File: src/rtl/link_table_client.sv
// Link-table client: turns upstream commands into manager orders and
// returns one response per command, with timeout and stale-result draining.
module link_table_client #(
  parameter int ADDR_WIDTH  = 16,
  parameter int DATA_WIDTH  = 16,
  parameter int TABLE_WIDTH = 8,
  parameter int TIMEOUT     = 1024
) (
  input  logic                   clk,
  input  logic                   rst_n,
  input  logic                   cmd_valid,
  output logic                   cmd_ready,
  input  logic [1:0]             cmd_type,
  input  logic [TABLE_WIDTH-1:0] cmd_table,
  input  logic [ADDR_WIDTH-1:0]  cmd_node,
  input  logic [DATA_WIDTH-1:0]  cmd_data,
  output logic                   order_valid,
  input  logic                   order_busy,
  output logic [1:0]             order_type,
  output logic [TABLE_WIDTH-1:0] order_table,
  output logic [ADDR_WIDTH-1:0]  order_node,
  output logic [DATA_WIDTH-1:0]  order_data,
  input  logic                   dout_valid,
  output logic                   dout_busy,
  input  logic [DATA_WIDTH-1:0]  dout_data,
  output logic                   rsp_valid,
  input  logic                   rsp_ready,
  output logic [1:0]             rsp_type,
  output logic [DATA_WIDTH-1:0]  rsp_data,
  output logic                   rsp_ok,
  output logic                   rsp_timeout,
  output logic [15:0]            cnt_done,
  output logic [15:0]            cnt_fail,
  output logic [15:0]            cnt_timeout,
  output logic [15:0]            cnt_stale
);

  typedef enum logic [1:0] {
    IDLE, ISSUE, WAIT, RESP
  } state_t;

  localparam logic [1:0]  T_READ   = 2'b11;
  localparam logic [15:0] TMO_LAST = 16'(TIMEOUT - 1);

  state_t      state, state_d;
  logic [15:0] wait_cnt;
  logic        drop_pending;

  logic accept, issue, got, tmo, rexit, stale;

  function automatic logic [15:0] sat_inc(
    input logic [15:0] v
  );
    return (v == 16'hFFFF) ? v : v + 16'd1;
  endfunction

  assign cmd_ready = (state == IDLE);
  assign dout_busy = !((state == WAIT) ||
                       drop_pending);
  assign stale     = (state != WAIT) &&
                     drop_pending && dout_valid;

  always_ff @(posedge clk or negedge rst_n) begin
    if (!rst_n) state <= IDLE;
    else        state <= state_d;
  end

  always_comb begin
    state_d = state;
    accept  = 1'b0;
    issue   = 1'b0;
    got     = 1'b0;
    tmo     = 1'b0;
    rexit   = 1'b0;
    unique case (state)
      IDLE: if (cmd_valid) begin
        accept  = 1'b1;
        state_d = ISSUE;
      end
      ISSUE: if (!order_busy) begin
        issue   = 1'b1;
        state_d = WAIT;
      end
      WAIT: begin
        // a result arriving on the last wait cycle beats the timeout
        if (dout_valid) begin
          got     = 1'b1;
          state_d = RESP;
        end else if (wait_cnt == TMO_LAST) begin
          tmo     = 1'b1;
          state_d = RESP;
        end
      end
      RESP: if (rsp_ready) begin
        rexit   = 1'b1;
        state_d = IDLE;
      end
      default: state_d = IDLE;
    endcase
  end

  always_ff @(posedge clk or negedge rst_n) begin
    if (!rst_n) begin
      order_valid  <= 1'b0;
      order_type   <= '0;
      order_table  <= '0;
      order_node   <= '0;
      order_data   <= '0;
      wait_cnt     <= '0;
      drop_pending <= 1'b0;
      rsp_valid    <= 1'b0;
      rsp_type     <= '0;
      rsp_data     <= '0;
      rsp_ok       <= 1'b0;
      rsp_timeout  <= 1'b0;
      cnt_done     <= '0;
      cnt_fail     <= '0;
      cnt_timeout  <= '0;
      cnt_stale    <= '0;
    end else begin
      if (accept) begin
        order_valid <= 1'b1;
        order_type  <= cmd_type;
        order_table <= cmd_table;
        order_node  <= cmd_node;
        order_data  <= cmd_data;
      end
      if (issue) order_valid <= 1'b0;

      if (issue)
        wait_cnt <= '0;
      else if (state == WAIT)
        wait_cnt <= wait_cnt + 16'd1;

      if (got) begin
        rsp_valid   <= 1'b1;
        rsp_type    <= order_type;
        rsp_data    <= dout_data;
        rsp_ok      <= (order_type == T_READ) ||
                       (|dout_data);
        rsp_timeout <= 1'b0;
      end
      if (tmo) begin
        rsp_valid    <= 1'b1;
        rsp_type     <= order_type;
        rsp_data     <= '0;
        rsp_ok       <= 1'b0;
        rsp_timeout  <= 1'b1;
        drop_pending <= 1'b1;
        cnt_timeout  <= sat_inc(cnt_timeout);
      end

      if (rexit) begin
        rsp_valid <= 1'b0;
        if (!rsp_timeout)
          cnt_done <= sat_inc(cnt_done);
        if (!rsp_timeout && !rsp_ok)
          cnt_fail <= sat_inc(cnt_fail);
      end

      // late result of a timed-out order is swallowed here
      if (stale) begin
        drop_pending <= 1'b0;
        cnt_stale    <= sat_inc(cnt_stale);
      end
    end
  end

endmodule
File: config.mk
export PLATFORM = sky130hd
export DESIGN_NAME = link_table_client
export DESIGN_NICKNAME = d
export VERILOG_FILES = /design/src/rtl/link_table_client.sv
export SDC_FILE = /design/constraint.sdc
export NUM_CORES = 1
export LEC_CHECK = 0
export BUFFER_PORTS_ARGS = -buffer_cell sky130_fd_sc_hd__buf_2
export CELL_PAD_IN_SITES_DETAIL_PLACEMENT = 1
export CELL_PAD_IN_SITES_GLOBAL_PLACEMENT = 1
export CORE_MARGIN = 2
export CORE_UTILIZATION = 35
export CTS_CLUSTER_SIZE = 40
export DETAILED_ROUTE_END_ITERATION = 8
export HOLD_SLACK_MARGIN = 0.02
export PLACE_DENSITY_LB_ADDON = 0.08
export RECOVER_POWER = 100
export SKIP_CTS_REPAIR_TIMING = 1
export SKIP_LAST_GASP = 1
export SLEW_MARGIN = 10
export SYNTH_ARGS = -nofsm -noshare
export SYNTH_HDL_FRONTEND = slang
export SYNTH_SLANG_ARGS = --single-unit
File: constraint.sdc
create_clock -name clk -period 2.08 [get_ports clk]
set_clock_uncertainty 0.2 [all_clocks]
set_input_delay 0 -clock clk [delete_from_list [all_inputs] [get_ports clk]]
set_output_delay 0 -clock clk [all_outputs]
set_load 0.02 [all_outputs]
==> run summary, run 1 <==
Worst skew pair latency -> 420 ps
Drt via density -> 4.969
Critical path fanouts, max -> 6
Htree depth -> 4
Worst EP arrival -> 2150 ps
Reg2reg path depth -> 7
Worst Tran Pin Value -> 774.1 ps
Sink Count -> 147
Flop2flop setup slack -> 70 ps
Worst Hold Depth -> 5
Most used cell along the critical path -> nand4_1
Dpl cell area -> 8040 um2
Routability cong. -> 0.7982
WS Path Type -> flip-flop to flip-flop
Grt total ovfl -> 0
IO buf count -> 193
Crit path cell chain -> ha_1 -> and4_2 -> nand4_1 -> o211a_4 -> buf_4 -> nand4_1 -> xnor2_1
Final setup fails -> 0
Met2 GRT Util -> 0.3294
Pin count of the biggest net entering global routing -> 57
Post-synth ARST share -> 1.000
Setup WS post-layout -> 65.22 ps
Die ar. -> 19590 um2
Share of layout cells above drive strength 1 -> 0.2545
Final Util -> 0.5128
Max Slew Vio Count -> 0
Max_cap viols -> 0
CP Capture Type -> flip-flop
Final min period -> 2015 ps
Non-Filler Instances -> 1114
Mean Syn Cell Area -> 11.66 um2
Maximum clock rate -> 496.3 MHz
Antenna-violating nets left -> 0
Synth Warn # -> 0
Initial antenna violation count -> 1
Die Y -> 140.0 um
Worst path slowest cell -> dfrtp_1
Register area share after synthesis -> 0.5684
Syn Inst Count -> 555
Pleak -> 4.168 nW
Core box area -> 18020 um2
Hold Violations, Final -> 1
Global-route wire length before repair -> 29190 um
Total GRT Usage -> 0.1864
Post-place setup slack -> -75.66 ps
Max-slew headroom -> 0.4839
Root Buffer -> clkbuf_16
Ports -> 194
Post-route DRC -> 0
Worst path required time -> 2220 ps
Worst hold-check path type -> input port to flip-flop
Vias -> 5536
Num CTS Buffers -> 17
M3 GR Usage -> 0.04581
Row count -> 49
Inst Count DP -> 1007
Power Dens Cells -> 1171 nW/um2
Fillers -> 2061
Failing checks -> hold timing
DR WL/cell -> 17.54 um
Status -> finished, violations left
Storage cell area -> 3680 um2
CTS tree -> built
Hpwl dp -> 13420 um
RSZ-0062 raised after global routing -> true
CP max stage delay -> 390 ps
Post-synth cell types -> 50
1st-iter DRT viols -> 139
Synth Register Bits -> 147
Crit path depth -> 7
CTS max path bufs -> 2
Busiest grt layer -> met2
Vias in the first global route -> 5702
Tcrit/Tclk final -> 0.9686
Synthesized area -> 6471 um2
Initial Util -> 0.3590
Multi-input gate area -> 2771 um2
Design area -> 9243 um2
Nets -> 945
Most common cell after layout, fill and taps aside -> dfrtp_1
Synth Flop Type -> dfrtp_1
Reg clk slew, reported paths -> 70 ps
Number of synthesized flops with an enable pin -> 0
Family with the most delay on the worst path -> simple AND/OR/NAND/NOR gates
Met1 Usage GRT -> 0.2211
Final wirelength -> 19540 um
Area grow syn2layout -> 42.83%
Die width -> 140.0 um
Peak supply drop -> 0.0006654 V
Syn Nets -> 629
Detailed Routing Iterations Pass 1 -> 4
Worst Setup Start Kind -> flip-flop
Hold WS -> -13.94 ps
Commonest cells after routing, fill and taps aside -> dfrtp_1 (146), clkbuf_1 (128), nand2_1 (69), buf_2 (66), dlygate4sd3_1 (65)
CP Buf/Inv Count -> 1
path summary, 6_finish.rpt:
check / start / endpoint
worst min-delay path: dout_valid / cnt_stale[11]
worst max register to register: cnt_timeout[1] / cnt_timeout[7]
worst min register to register: cnt_timeout[13] / cnt_timeout[13]
min in group asynchronous: rst_n / cnt_stale[12]
worst max-delay path: cnt_timeout[1] / cnt_timeout[7]
max in group asynchronous: rst_n / order_data[13]
kinds of logic after synthesis:
group	after synthesis	synth area share
flip-flops	147	0.5684
multiplexers	50	0.08681
AND/OR/NAND/NOR	225	0.1858
adder cells (fa/ha/maj)	10	0.01933
buffers and inverters	26	0.01682
XOR/XNOR	65	0.08797
AO/OA/AOI/OAI	32	0.03480
per-layer routing:
layer | part of all wire | vias to the layer above
li1 | - | 2575
met1 | 0.41 | 2783
met2 | 0.53 | 137
met3 | 0.040 | 41
met4 | 0.029 | 0
met5 | 0 | -
flip-flops by register name (all words and copies together) (netlist names):
| signal | count |
|---|---|
| cnt_done | 16 |
| cnt_fail | 16 |
| cnt_stale | 16 |
| cnt_timeout | 16 |
| order_data | 16 |
| order_node | 16 |
| rsp_data | 16 |
| wait_cnt | 16 |
| order_table | 8 |
| order_type | 2 |
| rsp_type | 2 |
| state | 2 |
| drop_pending | 1 |
| order_valid | 1 |
| rsp_ok | 1 |
| rsp_timeout | 1 |
| rsp_valid | 1 |
synth_stat cells (all sizes together) (7+ instances only):
master  instances  area [um2]
nor2           26       97.59
and3           10       62.56
xor2           25       219.0
and4            7       63.81
mux2           49       551.8
clkbuf          7       26.28
inv            11       41.29
xnor2          40       350.3
o21ai          10       50.05
nand3          43       215.2
dfrtp         147        3679
nor3            9       45.04
nand2          71       269.0
nand4          28       175.2
or3             7       43.79
a21oi           8       40.04
ha             10       125.1
buf             8       41.28
report_power, final:
group / leakage, nW / switching (mW) / internal [mW]
sequential: 1.90 / 0.522 / 3.62
combinational: 1.99 / 2.23 / 1.41
clock: 0.279 / 1.33 / 1.72
per-stage QoR:
| stage | TNS [ps] | power (mW) |
|---|---|---|
| after floorplan | 0 | 6.227 |
| after global routing | -132.9 | 11.44 |
| final | 0 | 10.82 |
| after CTS | -654.1 | 10.85 |
| after detailed placement | -502.4 | 7.762 |
| after global placement | -46.24 | 7.599 |
cell type report:
| cell class | instances | share of cell area |
|---|---|---|
| Clock buffer | 18 | 0.04752 |
| Inverter | 11 | 0.004467 |
| Multi-Input combinational cell | 382 | 0.2999 |
| Timing Repair Buffer | 312 | 0.2035 |
| Antenna cell | 1 | 0.0002707 |
| Clock inverter | 14 | 0.01530 |
| Tap cell | 229 | 0.03100 |
| Sequential cell | 147 | 0.3981 |
tightest hold or removal path, cell delays in order:
cell and delay, ps:
buf_2 140, nand3b_1 110, nor3_1 50, nand3_1 170
xnor2_1 90
No activity file was read; power rests on OpenSTA's default activity.
==> run 2: changes to the inputs <==
--- a/config.mk
+++ b/config.mk
@@ -13,6 +13,7 @@
 export CTS_CLUSTER_SIZE = 40
 export DETAILED_ROUTE_END_ITERATION = 8
 export HOLD_SLACK_MARGIN = 0.02
+export MAX_ROUTING_LAYER = met4
 export PLACE_DENSITY_LB_ADDON = 0.08
 export RECOVER_POWER = 100
 export SKIP_CTS_REPAIR_TIMING = 1
==> run summary, run 2 (synthesis results as in run 1) <==
Status -> finished, violations left
Failing checks -> hold timing
Crit path cell chain -> ha_1 -> and4_2 -> nand4_1 -> o211a_4 -> buf_4 -> nand4_1 -> xnor2_1
Fillers -> 2062 (+0.049%)
Worst hold-check path type -> input port to flip-flop
Initial antenna violation count -> 1 (unchanged)
Reg clk slew, reported paths -> 70 ps (about the same)
Max Slew Vio Count -> 0 (unchanged)
RSZ-0062 raised after global routing -> true
1st-iter DRT viols -> 138 (-0.72%)
Post-route DRC -> 0 (unchanged)
CP Buf/Inv Count -> 1 (unchanged)
Most used cell along the critical path -> nand4_1
DR WL/cell -> 17.54 um (about the same)
Area grow syn2layout -> 42.81% (about the same)
Vias -> 5542 (+0.11%)
Peak supply drop -> 0.0006672 V (+0.28%)
Setup WS post-layout -> 65.26 ps (+0.03880 ps)
Final Power -> 10.83 mW (about the same)
Final Util -> 0.5127 (about the same)
Hpwl dp -> 13420 um (unchanged)
Final setup fails -> 0 (unchanged)
Max-slew headroom -> 0.4825 (-0.001425)
Die ar. -> 19590 um2 (unchanged)
Hold Violations, Final -> 1 (unchanged)
Initial Util -> 0.3590 (unchanged)
Post-place setup slack -> -75.66 ps (unchanged)
Family with the most delay on the worst path -> simple AND/OR/NAND/NOR gates
Row count -> 49 (unchanged)
Routability cong. -> 0.8096 (+1.4%)
CTS tree -> built
Most common cell after layout, fill and taps aside -> dfrtp_1
Final wirelength -> 19540 um (about the same)
Num CTS Buffers -> 17 (unchanged)
Maximum clock rate -> 496.3 MHz (about the same)
Root Buffer -> clkbuf_16
Setup TNS -> 0 ps (unchanged)
Antenna-violating nets left -> 0 (unchanged)
Die width -> 140.0 um (unchanged)
Power Dens Cells -> 1172 nW/um2 (about the same)
Ports -> 194 (unchanged)
Critical path fanouts, max -> 6 (unchanged)
CTS max path bufs -> 2 (unchanged)
Tcrit/Tclk final -> 0.9686 (about the same)
Htree depth -> 4 (unchanged)
Worst EP arrival -> 2160 ps (about the same)
CP max stage delay -> 390 ps (about the same)
Global-route wire length before repair -> 29140 um (-0.19%)
Share of layout cells above drive strength 1 -> 0.2534 (-0.001131)
Non-Filler Instances -> 1114 (unchanged)
Grt total ovfl -> 0 (unchanged)
Vias in the first global route -> 5693 (-0.16%)
Pleak -> 4.164 nW (-0.11%)
Sink Count -> 147 (unchanged)
Drt via density -> 4.975 (+0.11%)
Worst Setup Start Kind -> flip-flop
Commonest cells after routing, fill and taps aside -> dfrtp_1 (146), clkbuf_1 (129), nand2_1 (69), buf_2 (65), dlygate4sd3_1 (65)
Inst Count DP -> 1007 (unchanged)
CP Capture Type -> flip-flop
Core box area -> 18020 um2 (unchanged)
Worst Tran Pin Value -> 776.3 ps (+2.137 ps)
WS Path Type -> flip-flop to flip-flop
Storage cell area -> 3680 um2 (unchanged)
Multi-input gate area -> 2771 um2 (unchanged)
Nets -> 945 (unchanged)
Die Y -> 140.0 um (unchanged)
Worst path required time -> 2220 ps (about the same)
Pin count of the biggest net entering global routing -> 57 (unchanged)
Worst skew pair latency -> 420 ps (about the same)
IO buf count -> 193 (unchanged)
Final min period -> 2015 ps (-0.03880 ps)
Total GRT Usage -> 0.1918 (+0.005391)
Hold WS -> -15.53 ps (-1.595 ps)
Max_cap viols -> 0 (unchanged)
Detailed Routing Iterations Pass 1 -> 4 (unchanged)
Worst path slowest cell -> dfrtp_1
-- run 2: worst paths after layout --
kind / to / slack, ps / cells past startpoint / from
setup / recovery: cnt_timeout[7] / 70 / 7 / cnt_timeout[1]
hold / removal: cnt_stale[11] / -20 / 5 / dout_valid
setup reg to reg: cnt_timeout[7] / 70 / 7 / cnt_timeout[1]
hold reg to reg: cnt_timeout[13] / 300 / 1 / cnt_timeout[13]
max in group asynchronous: order_data[13] / 210 / 4 / rst_n
min in group asynchronous: cnt_stale[12] / 760 / 4 / rst_n
-- run 2: tightest hold or removal path, stage by stage --
cell and delay (ps):
buf_2 140, nand3b_1 110, nor3_1 50, nand3_1 170
xnor2_1 90
-- run 2: layout make-up --
type | instances | area share
sequential | 147 | 0.3982
tap | 229 | 0.03100
clock buffer | 18 | 0.04752
antenna | 1 | 0.0002708
timing repair buffer | 312 | 0.2034
inverter | 11 | 0.004468
clock inverter | 14 | 0.01530
multi-input combinational | 382 | 0.2999
-- run 2: metrics by stage --
stage                     hold slack [ps]  area [um2]
final                              -15.53        9241
after global routing                26.74        9241
after CTS                          -769.7        8621
after detailed placement           -312.4        8040
after global placement             -317.9        8040
after floorplan                    -495.6        6471
-- run 2: power by group --
| part | internal [mW] | switching, mW | leakage (nW) |
|---|---|---|---|
| Clock | 1.72 | 1.33 | 0.279 |
| Combinational | 1.41 | 2.23 | 1.98 |
| Sequential | 3.62 | 0.522 | 1.90 |
| Total | 6.74 | 4.09 | 4.16 |
-- run 2: per-layer routing --
layer  GRT usage  vias up  share of wire
met5           -        -              0
met4     0.06789        0          0.032
met3     0.03761       48          0.035
met2      0.3284      132           0.52
met1      0.2259     2788           0.41
li1            -     2574              -
